**src/rtl/signed_approx_mult_if.sv**
```systemverilog
// Operand/result bundle for the signed approximate multiplier.
// master drives in_valid/A/B and receives out_valid/out; slave is the multiplier side.
interface signed_approx_mult_if #(
    parameter int WIDTH = 16
);
    logic                      in_valid;
    logic signed [WIDTH-1:0]   A;
    logic signed [WIDTH-1:0]   B;
    logic                      out_valid;
    logic signed [2*WIDTH-1:0] out;

    modport master (
        output in_valid,
        output A,
        output B,
        input  out_valid,
        input  out
    );

    modport slave (
        input  in_valid,
        input  A,
        input  B,
        output out_valid,
        output out
    );
endinterface

```
**src/rtl/signed_approx_mult.sv**
```systemverilog
// Signed WIDTHxWIDTH approximate multiplier, sign-magnitude, 2-cycle pipeline.
// Ports: clk, rst_n (async low), bus (slave: in_valid, A, B -> out_valid, out).
module signed_approx_mult #(
    parameter int WIDTH       = 16,
    parameter int APPROX_COLS = 8
) (
    input logic                 clk,
    input logic                 rst_n,
    signed_approx_mult_if.slave bus
);
    localparam int PW = 2 * WIDTH;

    // Columns at or above APPROX_COLS are summed exactly; the rest are OR'd.
    localparam logic [PW-1:0] ONE        = {{(PW-1){1'b0}}, 1'b1};
    localparam logic [PW-1:0] UPPER_MASK = ~((ONE << APPROX_COLS) - ONE);

    logic             s1_valid;
    logic             s1_sign;
    logic [WIDTH-1:0] s1_ma;
    logic [WIDTH-1:0] s1_mb;

    logic [WIDTH-1:0] a_mag;
    logic [WIDTH-1:0] b_mag;

    logic [PW-1:0] row;
    logic [PW-1:0] upper_sum;
    logic [PW-1:0] lower_or;
    logic [PW-1:0] mag;

    logic          out_valid_q;
    logic [PW-1:0] out_q;

    // Unsigned magnitude; the most negative value maps to 2^(WIDTH-1).
    always_comb begin
        a_mag = bus.A[WIDTH-1] ? (~$unsigned(bus.A) + 1'b1) : $unsigned(bus.A);
        b_mag = bus.B[WIDTH-1] ? (~$unsigned(bus.B) + 1'b1) : $unsigned(bus.B);
    end

    always_ff @(posedge clk or negedge rst_n) begin
        if (!rst_n) begin
            s1_valid <= 1'b0;
            s1_sign  <= 1'b0;
            s1_ma    <= '0;
            s1_mb    <= '0;
        end else begin
            s1_valid <= bus.in_valid;
            if (bus.in_valid) begin
                s1_sign <= bus.A[WIDTH-1] ^ bus.B[WIDTH-1];
                s1_ma   <= a_mag;
                s1_mb   <= b_mag;
            end
        end
    end

    // Each row holds one multiplicand bit's partial products, already shifted
    // into its columns. Masked OR of rows gives the per-column OR for the
    // approximate part; masked sum of rows gives the exact upper part with
    // no carry coming up from the low columns.
    always_comb begin
        row       = '0;
        upper_sum = '0;
        lower_or  = '0;
        for (int i = 0; i < WIDTH; i++) begin
            row       = {{WIDTH{1'b0}}, s1_mb & {WIDTH{s1_ma[i]}}} << i;
            upper_sum = upper_sum + (row & UPPER_MASK);
            lower_or  = lower_or | (row & ~UPPER_MASK);
        end
        mag = upper_sum + lower_or;
    end

    always_ff @(posedge clk or negedge rst_n) begin
        if (!rst_n) begin
            out_valid_q <= 1'b0;
            out_q       <= '0;
        end else begin
            out_valid_q <= s1_valid;
            if (s1_valid) begin
                // Negating zero yields zero, so the sign needs no special case.
                out_q <= s1_sign ? (~mag + ONE) : mag;
            end
        end
    end

    assign bus.out_valid = out_valid_q;
    assign bus.out       = $signed(out_q);
endmodule

```
**src/flat_wrapper.sv**
```systemverilog
// flat-port wrapper written by rule: the top's interface ports become plain ports
module signed_approx_mult_flat 
#(
    parameter int WIDTH       = 16,
    parameter int APPROX_COLS = 8
)
  (clk, rst_n, bus_in_valid, bus_A, bus_B, bus_out_valid, bus_out);
  signed_approx_mult_if #(.WIDTH(WIDTH)) bus_i ();
  input logic clk;
  input logic rst_n;
  input wire logic [$bits(bus_i.in_valid)-1:0] bus_in_valid;
  input wire logic [$bits(bus_i.A)-1:0] bus_A;
  input wire logic [$bits(bus_i.B)-1:0] bus_B;
  output wire logic [$bits(bus_i.out_valid)-1:0] bus_out_valid;
  output wire logic [$bits(bus_i.out)-1:0] bus_out;
  assign bus_i.in_valid = bus_in_valid;
  assign bus_i.A = bus_A;
  assign bus_i.B = bus_B;
  assign bus_out_valid = bus_i.out_valid;
  assign bus_out = bus_i.out;
  signed_approx_mult #(.WIDTH(WIDTH), .APPROX_COLS(APPROX_COLS)) u_core (.clk(clk), .rst_n(rst_n), .bus(bus_i));
endmodule
```
**config.mk**
```make
export PLATFORM = sky130hd
export DESIGN_NAME = signed_approx_mult_flat
export DESIGN_NICKNAME = d
export VERILOG_FILES = /design/src/rtl/signed_approx_mult_if.sv /design/src/rtl/signed_approx_mult.sv /design/src/flat_wrapper.sv
export SDC_FILE = /design/constraint.sdc
export NUM_CORES = 1
export LEC_CHECK = 0
export CAP_MARGIN = 0
export CORE_ASPECT_RATIO = 1.2
export CORE_MARGIN = 5
export CORE_UTILIZATION = 29
export CTS_CLUSTER_DIAMETER = 60
export DETAILED_ROUTE_END_ITERATION = 16
export GPL_TIMING_DRIVEN = 0
export PLACE_DENSITY_LB_ADDON = 0.1
export RECOVER_POWER = 25
export SKIP_CTS_REPAIR_TIMING = 1
export SYNTH_ARGS = -nofsm -noshare
export SYNTH_HDL_FRONTEND = slang
export SYNTH_SLANG_ARGS = --single-unit
```
**constraint.sdc**
```tcl
create_clock -name clk -period 20 [get_ports clk]
set_input_delay 4 -clock clk [delete_from_list [all_inputs] [get_ports clk]]
set_output_delay 4 -clock clk [all_outputs]
set_load 0.05 [all_outputs]
```
Word level (Yosys, flattened, before mapping). Index checks and enable logic that the tools add are counted. W data, S select, Z words.

Register bits: 67. Bits of input ports: 35. Output and inout bits: 33. Logic and storage cells: 55.

$add $sub $neg: 19. Muxes and demuxes: 3. Bitwise logic cells: 27.

Operator list (count): $and A16 B16 Y16 (16); $or A32 B8 Y32 (6); $add A16 B1 Y16 const B (2); $add A32 B1 Y32 const B (1); $add A32 B18 Y32 (1); $add A32 B19 Y32 (1); $add A32 B20 Y32 (1); $add A32 B21 Y32 (1); $add A32 B22 Y32 (1); $add A32 B23 Y32 (1); $add A32 B24 Y32 (1); $add A32 B25 Y32 (1); $add A32 B26 Y32 (1); $add A32 B27 Y32 (1); $add A32 B28 Y32 (1); $add A32 B29 Y32 (1); $add A32 B30 Y32 (1); $add A32 B31 Y32 (1); $add A32 B32 Y32 (1); $mux W16 (2); $mux W32 (1); $not A16 Y16 (2); $not A32 Y32 (1); $add A16 B17 Y18 (1); other kinds (2) (2).

Longest topological paths before layout. Gate-level depths: netlist of the first run.

Depth after elaboration: 20. Depth in mapped cells: 34. Gate-level depth less buffers: 31.

Least setup slack after synthesis of the first run. No wires, ideal clock.

Kind: flip-flop to flip-flop. From: reg u_core.s1_ma[1]. To: reg u_core.out_q[30] (netlist: u_core.bus.out[30]). Library setup time: 125 ps. Data arrival time: 8235 ps. Data required time: 19875 ps. Slack: 11641 ps. Stages on the path, launching flop included: 34. Buffers on the path: 3. Period minus slack after synthesis: 8359 ps. Cells stage by stage: dfrtp_1 -> clkbuf_1 -> clkbuf_1 -> and2_1 -> ha_1 -> a21o_1 -> a21oi_1 -> o21bai_1 -> a21oi_1 -> o21bai_1 -> a21oi_1 -> nand2b_1 -> a21oi_1 -> fa_1 -> inv_1 -> fa_1 -> fa_1 -> fa_1 -> inv_1 -> fa_1 -> inv_1 -> fa_1 -> inv_1 -> ha_1 -> clkbuf_1 -> o21a_1 -> o32ai_1 -> or2_2 -> o21ai_1 -> or4bb_1 -> a311oi_1 -> a41oi_1 -> xnor2_1 -> mux2_2.

Word-level cells in the longest chain between the ends: 20. Elaborated cells on any way between the ends: 27. Those cells by class: 17 x add/sub; 1 x mux; 9 x bitwise.

Ends and longest elaborated chain: from (decl) (RTL line signed_approx_mult.sv:19) `logic [WIDTH-1:0] s1_ma;`; from (signal assigned) (RTL line signed_approx_mult.sv:49) `s1_ma <= a_mag;`; $and A16 B16 Y16 (*) (RTL line signed_approx_mult.sv:64) `row = {{WIDTH{1'b0}}, s1_mb & {WIDTH{s1_ma[i]}}} << i;`; $add A16 B17 Y18 (RTL line signed_approx_mult.sv:65) `upper_sum = upper_sum + (row & UPPER_MASK);`; $add A32 B18 Y32 (RTL line signed_approx_mult.sv:65); $add A32 B19 Y32 (RTL line signed_approx_mult.sv:65); $add A32 B20 Y32 (RTL line signed_approx_mult.sv:65); $add A32 B21 Y32 (RTL line signed_approx_mult.sv:65); $add A32 B22 Y32 (RTL line signed_approx_mult.sv:65); $add A32 B23 Y32 (RTL line signed_approx_mult.sv:65); [... 4 more ...]; $add A32 B28 Y32 (RTL line signed_approx_mult.sv:65); $add A32 B29 Y32 (RTL line signed_approx_mult.sv:65); $add A32 B30 Y32 (RTL line signed_approx_mult.sv:65); $add A32 B31 Y32 (RTL line signed_approx_mult.sv:65); $add A32 B32 Y32 (*) (RTL line signed_approx_mult.sv:68) `mag = upper_sum + lower_or;`; $not A32 Y32 (RTL line signed_approx_mult.sv:79) `out_q <= s1_sign ? (~mag + ONE) : mag;`; $add A32 B1 Y32 (RTL line signed_approx_mult.sv:79); $mux W32 (*) (RTL line signed_approx_mult.sv:79); to (signal assigned) (RTL line signed_approx_mult.sv:79); to (decl) (RTL line signed_approx_mult.sv:31) `logic [PW-1:0] out_q;`.

Every way passes the cells marked *; elsewhere a longest branch is shown, timed or not. A chain may end at the register's enable or synchronous reset.

Worst setup path after layout of the first run.
From: reg u_core.s1_mb[8]. To: reg u_core.out_q[30] (netlist: u_core.bus.out[30]).

Word-level cells in the longest chain between the ends: 20. Elaborated cells on any way between the ends: 35. Those cells by class: 17 x add/sub; 1 x mux; 17 x bitwise.

Ends and longest elaborated chain: from (decl) (RTL line signed_approx_mult.sv:20) `logic [WIDTH-1:0] s1_mb;`; from (signal assigned) (RTL line signed_approx_mult.sv:50) `s1_mb <= b_mag;`; $and A16 B16 Y16 (RTL line signed_approx_mult.sv:64); $add A16 B17 Y18 (RTL line signed_approx_mult.sv:65); $add A32 B18 Y32 (RTL line signed_approx_mult.sv:65); $add A32 B19 Y32 (RTL line signed_approx_mult.sv:65); $add A32 B20 Y32 (RTL line signed_approx_mult.sv:65); $add A32 B21 Y32 (RTL line signed_approx_mult.sv:65); $add A32 B22 Y32 (RTL line signed_approx_mult.sv:65); $add A32 B23 Y32 (RTL line signed_approx_mult.sv:65); [... 4 more ...]; $add A32 B28 Y32 (RTL line signed_approx_mult.sv:65); $add A32 B29 Y32 (RTL line signed_approx_mult.sv:65); $add A32 B30 Y32 (RTL line signed_approx_mult.sv:65); $add A32 B31 Y32 (*) (RTL line signed_approx_mult.sv:65); $add A32 B32 Y32 (*) (RTL line signed_approx_mult.sv:68); $not A32 Y32 (RTL line signed_approx_mult.sv:79); $add A32 B1 Y32 (RTL line signed_approx_mult.sv:79); $mux W32 (*) (RTL line signed_approx_mult.sv:79).

Marked as above.

==> metrics.md, run 1 <==
| Metric | Value |
|---|---|
| Drt wl/cell | 19.77 microns |
| Final Max Tran Viols | 50 |
| Skew-Pair Late Insertion Delay | 0.35 ns |
| Gr ovfl total | 0 |
| Root Buffer | clkbuf_16 |
| Cell Area, Synth | 0.01111 sq mm |
| Arr. time, crit path | 10.07 ns |
| Residual DRC | 0 |
| Via count | 8800 |
| EDFF count, synth | 0 |
| R2R depth | 32 |
| CTS tree | done |
| Initial Util | 29.35% |
| Final Skew | 0.009833 ns |
| Mapped Nets | 1525 |
| Hold Fails Final Rpt | 0 |
| Hold WC Path Type | flip-flop to flip-flop |
| Status | finished with violations |
| Final hold slack | 0.3732 ns |
| Initial antenna violation count | 1 |
| Setup-failing EPs final | 0 |
| Post-Syn Instances | 1240 |
| Flops & latches, synth | 67 |
| Crit Path Max Fanout | 11 |
| Post-synth ARST share | 100.0% |
| # fillers | 4065 |
| DRT iter0 DRCs | 455 |
| Setup crit end kind | flip-flop |
| Seq/Total Area, Yosys | 15.09% |
| Layout Area Growth over Synthesis | 14.06% |
| Max Fclk | 0.1015 GHz |
| Hold path depth | 0 |
| Synth cell types | 64 |
| Die ar. | 0.04235 sq mm |
| Least-Margin Pin Slew | 2.780 ns |
| Layout cells sized above 1 | 3.925% |
| CTS Buffer Depth | 2 |
| Setup TNS | 0 ns |
| Clk sink count | 67 |
| Number of global-route vias before repair | 9428 |
| GP Congestion | 0.8021 |
| Yosys Warn Count | 0 |
| CP max stage delay | 0.72 ns |
| Via-to-Cell Ratio | 4.873 |
| Violations in the final reports | max-capacitance violations, max-slew violations |
| Pin count of the biggest net entering global routing | 50 |
| Total Routing Usage GR | 17.39% |
| Post-DP HPWL | 28990 microns |
| First-pass iteration count of the detailed router | 5 |
| IO Port Bufs | 67 |
| Core ar. | 0.03787 sq mm |
| Crit start category | flip-flop |
| Unrepaired setup endpoints after global routing | false |
| Crit path kind | flip-flop to flip-flop |
| Final min period | 9.849 ns |
| Reg clk slew, reported paths | 0.06 ns |
| Syn_area_per_cell | 8.962 sq um |
| Crit share post-route | 49.25% |
| Final cell count without fillers | 1806 |
| Die Ht | 224.4 microns |
| CTS Buf Count | 9 |
| CP most frequent cell | fa_1 |
| Rows | 78 |
| First-pass GRT wire length | 56240 microns |
| Final nets | 1605 |
| H-Tree Depth | 3 |
| Slew headroom | -85.37% |
| Placed Cells incl. Taps | 1788 |
| Final ANT Viol Nets | 0 |
| Slowest-stage cell, CP | clkbuf_1 |
| Most used DFF post-synth | dfrtp_1 |
| Top Ports | 68 |
| Drt total wl | 35700 microns |
| Chip width | 188.7 microns |
| MaxCap Viol Count | 1 |
| CP required | 20.22 ns |
[metrics by stage]
stage	setup WS [ns]	util (%)	cell area [sq um]
3_3_place_gp	9.890	32.71	12380
5_1_grt	9.653	33.47	12670
6_report	10.15	33.48	12680
4_1_cts	9.793	33.53	12700
3_5_place_dp	9.805	32.77	12410
2_1_floorplan	11.64	-	11110
[Yosys cell counts (all sizes together) (3+ instances only)]
library cell  number  area, sq um
xor2              39        341.6
o22ai              3        18.77
a21oi             67        335.3
or2                6        37.54
nor2              60        225.2
o41ai              5        43.79
a211o              3        26.28
dfrtp             67         1677
o31ai             13        111.4
nand2b             6        37.54
xnor2             34        305.3
inv              181        679.4
nand4              3        33.78
nor2b              6        37.54
nand4b             3        26.28
ha                81         1013
or3               15        93.84
mux2              21        236.5
nand3             11        55.05
o32ai              3        26.28
o21bai             6        56.31
a22oi             11        82.58
o211ai             3        22.52
o21ai             27        135.1
and3               4        25.02
fa               169         3383
clkbuf            68        255.2
a211oi             6        57.56
and2             106        663.1
o21a               6        45.04
a222oi             3        30.03
nor3               9        45.04
a21o               9        67.56
nand2            154        578.1
nor4               3        25.02
mux2i              3        30.03
[flip-flops by register name, indices dropped and copies added, names as in the netlist]
register,flops
u_core.bus.out,32
u_core.bus.out_valid,1
u_core.s1_ma,16
u_core.s1_mb,16
u_core.s1_sign,1
u_core.s1_valid,1
[worst max-delay path: cells and delay by family (launching register included)]
| family | cells | cell delay (ns) |
|---|---|---|
| adder cells (fa/ha/maj) | 8 | 3.71 |
| AO/OA/AOI/OAI | 12 | 2.33 |
| AND/OR/NAND/NOR | 4 | 1.33 |
| buffers and inverters | 6 | 1.26 |
| flip-flops | 1 | 0.65 |
| multiplexers | 1 | 0.27 |
| XOR/XNOR | 1 | 0.16 |
[layer usage]
metal | track usage [%] | wire, microns | up-vias
met4 | 3.315 | 514 | 0
li1 | - | - | 4120
met1 | 22.72 | 15610 | 4496
met3 | 2.251 | 1360 | 25
met5 | 0 | 0 | -
met2 | 31.19 | 18220 | 159
[final timing paths]
path	start	endpoint	slack (ns)
hold / removal	u_core.s1_valid	u_core.bus.out_valid	0.37
max in group asynchronous	rst_n	u_core.s1_mb[12]	12.94
setup / recovery	u_core.s1_mb[8]	u_core.bus.out[30]	10.15
setup reg to reg	u_core.s1_mb[8]	u_core.bus.out[30]	10.15
min in group asynchronous	rst_n	u_core.s1_ma[6]	3.87
hold reg to reg	u_core.s1_valid	u_core.bus.out_valid	0.37
[cells by family after synthesis]
kind of cell | synth area share [%]
and+or+nand+nor | 17.74
buffers and inverters | 8.444
adders and majority gates | 39.56
AOI/OAI and AO/OA | 10.94
xor gates and xnor gates | 5.821
DFF | 15.09
muxes | 2.398
[layout by cell type (no fill, tap or decap), types with 3 or more instances in the layout]
cell / instances
inv_1: 181
fa_1: 169
nand2_1: 154
and2_1: 105
ha_1: 81
clkbuf_1: 72
a21oi_1: 67
dfrtp_1: 67
clkdlybuf4s50_1: 66
nor2_1: 60
xor2_1: 39
xnor2_1: 33
o21ai_0: 24
mux2_2: 21
or3_1: 15
o31ai_1: 12
a22oi_1: 11
nand3_1: 11
a21o_1: 9
nor3_1: 9
clkbuf_16: 9
nand2b_1: 6
nor2b_1: 6
o21a_1: 6
or2_2: 6
o21bai_1: 5
o41ai_1: 5
a211oi_1: 5
and3_1: 4
mux2i_1: 3
o22ai_1: 3
a211o_1: 3
o32ai_1: 3
o21ai_1: 3
o211ai_1: 3
a222oi_1: 3
nand4b_1: 3
clkinv_2: 3
[cell type report]
type	count	area (sq um)	share of cell area (%)
multi-input combinational	923	8498	67.04
buffer	68	255.2	2.014
inverter	182	683.2	5.389
clock buffer	11	232.7	1.836
timing repair buffer	69	673.1	5.310
sequential	67	1677	13.23
antenna	1	2.502	0.01974
tap	480	600.6	4.738
clock inverter	5	53.80	0.4244
Power of run 1 is not shown: default switching activity piles up to over one toggle a cycle in this logic, so the estimate is an artifact.
==> run 2: changes to the inputs <==
==> constraint.sdc (replaced) <==
create_clock -name clk -period 10.2 [get_ports clk]
set_input_delay 2.04 -clock clk [delete_from_list [all_inputs] [get_ports clk]]
set_output_delay 2.04 -clock clk [all_outputs]
set_load 0.05 [all_outputs]
==> metrics.md, run 2 (synthesis results as in run 1) <==
| Metric | Value |
|---|---|
| Hold path depth | 0 (unchanged) |
| Layout Area Growth over Synthesis | 14.05% (was 14.06%) |
| GP Congestion | 0.8021 (unchanged) |
| Top Ports | 68 (unchanged) |
| Root Buffer | clkbuf_16 (unchanged) |
| Multi-input gate area | 0.008498 sq mm (unchanged) |
| Slew headroom | -85.39% (was -85.37%) |
| Slowest-stage cell, CP | dfrtp_1 (was clkbuf_1) |
| Post-DP HPWL | 28990 microns (unchanged) |
| Max Fclk | 0.1049 GHz (was 0.1015 GHz) |
| Most frequent cells in the layout | 181 x inv_1, 169 x fa_1, 154 x nand2_1 (unchanged) |
| Final Skew | 0.009728 ns (was 0.009833 ns) |
| H-Tree Depth | 3 (unchanged) |
| Reg-to-Reg Start | u_core.s1_mb[8] (unchanged) |
| Crit Path Max Fanout | 11 (unchanged) |
| Crit start category | flip-flop (unchanged) |
| Reg clk slew, reported paths | 0.06 ns (about the same) |
| Worst Setup SP | u_core.s1_mb[8] (unchanged) |
| Initial Util | 29.35% (unchanged) |
| Register Area | 0.001677 sq mm (unchanged) |
| Final worst setup slack | 0.6639 ns (was 10.15 ns) |
| Initial antenna violation count | 1 (unchanged) |
| Crit share post-route | 93.49% (was 49.25%) |
| Status | finished with violations (unchanged) |
| Number of global-route vias before repair | 9428 (unchanged) |
| Die Ht | 224.4 microns (unchanged) |
| Drt wl/cell | 19.71 microns (was 19.77 microns) |
| Setup-failing EPs final | 0 (unchanged) |
| Layout cells sized above 1 | 4.079% (was 3.925%) |
| Arr. time, crit path | 9.76 ns (was 10.07 ns) |
| Gr ovfl total | 0 (unchanged) |
| Chip width | 188.7 microns (unchanged) |
| Placed cell area | 0.01241 sq mm (unchanged) |
| MaxCap Viol Count | 1 (unchanged) |
| Drt total wl | 35580 microns (was 35700 microns) |
| Via count | 8789 (was 8800) |
| First-pass GRT wire length | 56240 microns (unchanged) |
| Rows | 78 (unchanged) |
| Residual DRC | 0 (unchanged) |
| Die ar. | 0.04235 sq mm (unchanged) |
| Crit path kind | flip-flop to flip-flop (unchanged) |
| Dpl ws | 0.004540 ns (was 9.805 ns) |
| Clk sink count | 67 (unchanged) |
| IO Port Bufs | 67 (unchanged) |
| Skew-Pair Late Insertion Delay | 0.35 ns (about the same) |
| R2R depth | 32 (unchanged) |
| Hold Fails Final Rpt | 0 (unchanged) |
| Fin area | 0.01267 sq mm (was 0.01268 sq mm) |
| Hold WC Path Type | flip-flop to flip-flop (unchanged) |
| Pin count of the biggest net entering global routing | 50 (unchanged) |
| Gr busiest metal | met2 (unchanged) |
| DRT iter0 DRCs | 441 (was 455) |
| Violations in the final reports | max-capacitance violations, max-slew violations (unchanged) |
| Core ar. | 0.03787 sq mm (unchanged) |
| Final min period | 9.536 ns (was 9.849 ns) |
| # fillers | 4065 (unchanged) |
| Least-Margin Pin Slew | 2.781 ns (was 2.780 ns) |
| Final ANT Viol Nets | 0 (unchanged) |
| Via-to-Cell Ratio | 4.869 (was 4.873) |
| CTS Buf Count | 9 (unchanged) |
| Setup crit end kind | flip-flop (unchanged) |
| Max FFs per register | 32 (unchanged) |
| Routing usage on met3 | 2.251% (unchanged) |
| CP most frequent cell | fa_1 (unchanged) |
| Hold_sp | u_core.s1_valid (unchanged) |
| Final Max Tran Viols | 50 (unchanged) |
| CTS Buffer Depth | 2 (unchanged) |
| Final nets | 1604 (was 1605) |
| Commonest non-fill, non-tap cell in the layout | inv_1 (unchanged) |
| CP max stage delay | 0.68 ns (was 0.72 ns) |
| Total Routing Usage GR | 17.39% (unchanged) |
| Met2 Use GR | 31.19% (unchanged) |
| First-pass iteration count of the detailed router | 5 (unchanged) |
| Unrepaired setup endpoints after global routing | false (unchanged) |
| CTS tree | done (unchanged) |
| CP required | 10.43 ns (was 20.22 ns) |
| GR Layer Usage met1 | 22.72% (unchanged) |
==> run 2: changes by cell type in the layout (fill, tap and decap cells not counted) <==
cell      previous run  this run
clkbuf_1            72        69
and2_0               1         0
clkbuf_2             1         3
and2_1             105       106
==> run 2: per-stage QoR <==
stage | util, % | hold slack [ns] | setup TNS [ns] | instances
floorplan | - | 0.3519 | 0 | 1240
global placement | 32.71 | 0.3619 | 0 | 1787
CTS | 33.53 | 0.3710 | -0.007474 | 1804
global route | 33.47 | 0.3969 | 0 | 1804
detailed placement | 32.77 | 0.3573 | 0 | 1788
finish | 33.47 | 0.3733 | 0 | 1805
==> run 2: area by class of cell <==
cell class	instances	area share [%]
Clock inverter	5	0.4245
Tap cell	480	4.738
Multi-Input combinational cell	923	67.05
Clock buffer	11	1.836
Antenna cell	1	0.01974
Buffer	67	2.004
Sequential cell	67	13.23
Inverter	182	5.390
Timing Repair Buffer	69	5.311
==> run 2: path summary, 6_finish.rpt <==
kind / end / slack (ns)
worst max-delay path: u_core.bus.out[30] / 0.66
worst min register to register: u_core.bus.out_valid / 0.37
max in group asynchronous: u_core.s1_mb[12] / 5.11
worst min-delay path: u_core.bus.out_valid / 0.37
worst max register to register: u_core.bus.out[30] / 0.66
min in group asynchronous: u_core.s1_ma[6] / 1.90
==> run 2: critical path: cells and delay by family (launching register included) <==
| kind | cells | cell delay [ns] |
|---|---|---|
| AND/OR/NAND/NOR | 4 | 1.28 |
| AO/OA/AOI/OAI | 12 | 2.32 |
| buffers and inverters | 6 | 0.99 |
| adder cells (fa/ha/maj) | 8 | 3.70 |
| XOR/XNOR | 1 | 0.16 |
| flip-flops | 1 | 0.68 |
| multiplexers | 1 | 0.27 |
==> run 2: layer usage <==
layer	vias up	wire [microns]	part of all wire, %
li1	4115	-	-
met1	4482	15550	44
met2	166	18280	51
met3	26	1236	3.5
met4	0	512	1.4
met5	-	0	0
Power of run 2 is left out for the same reason.
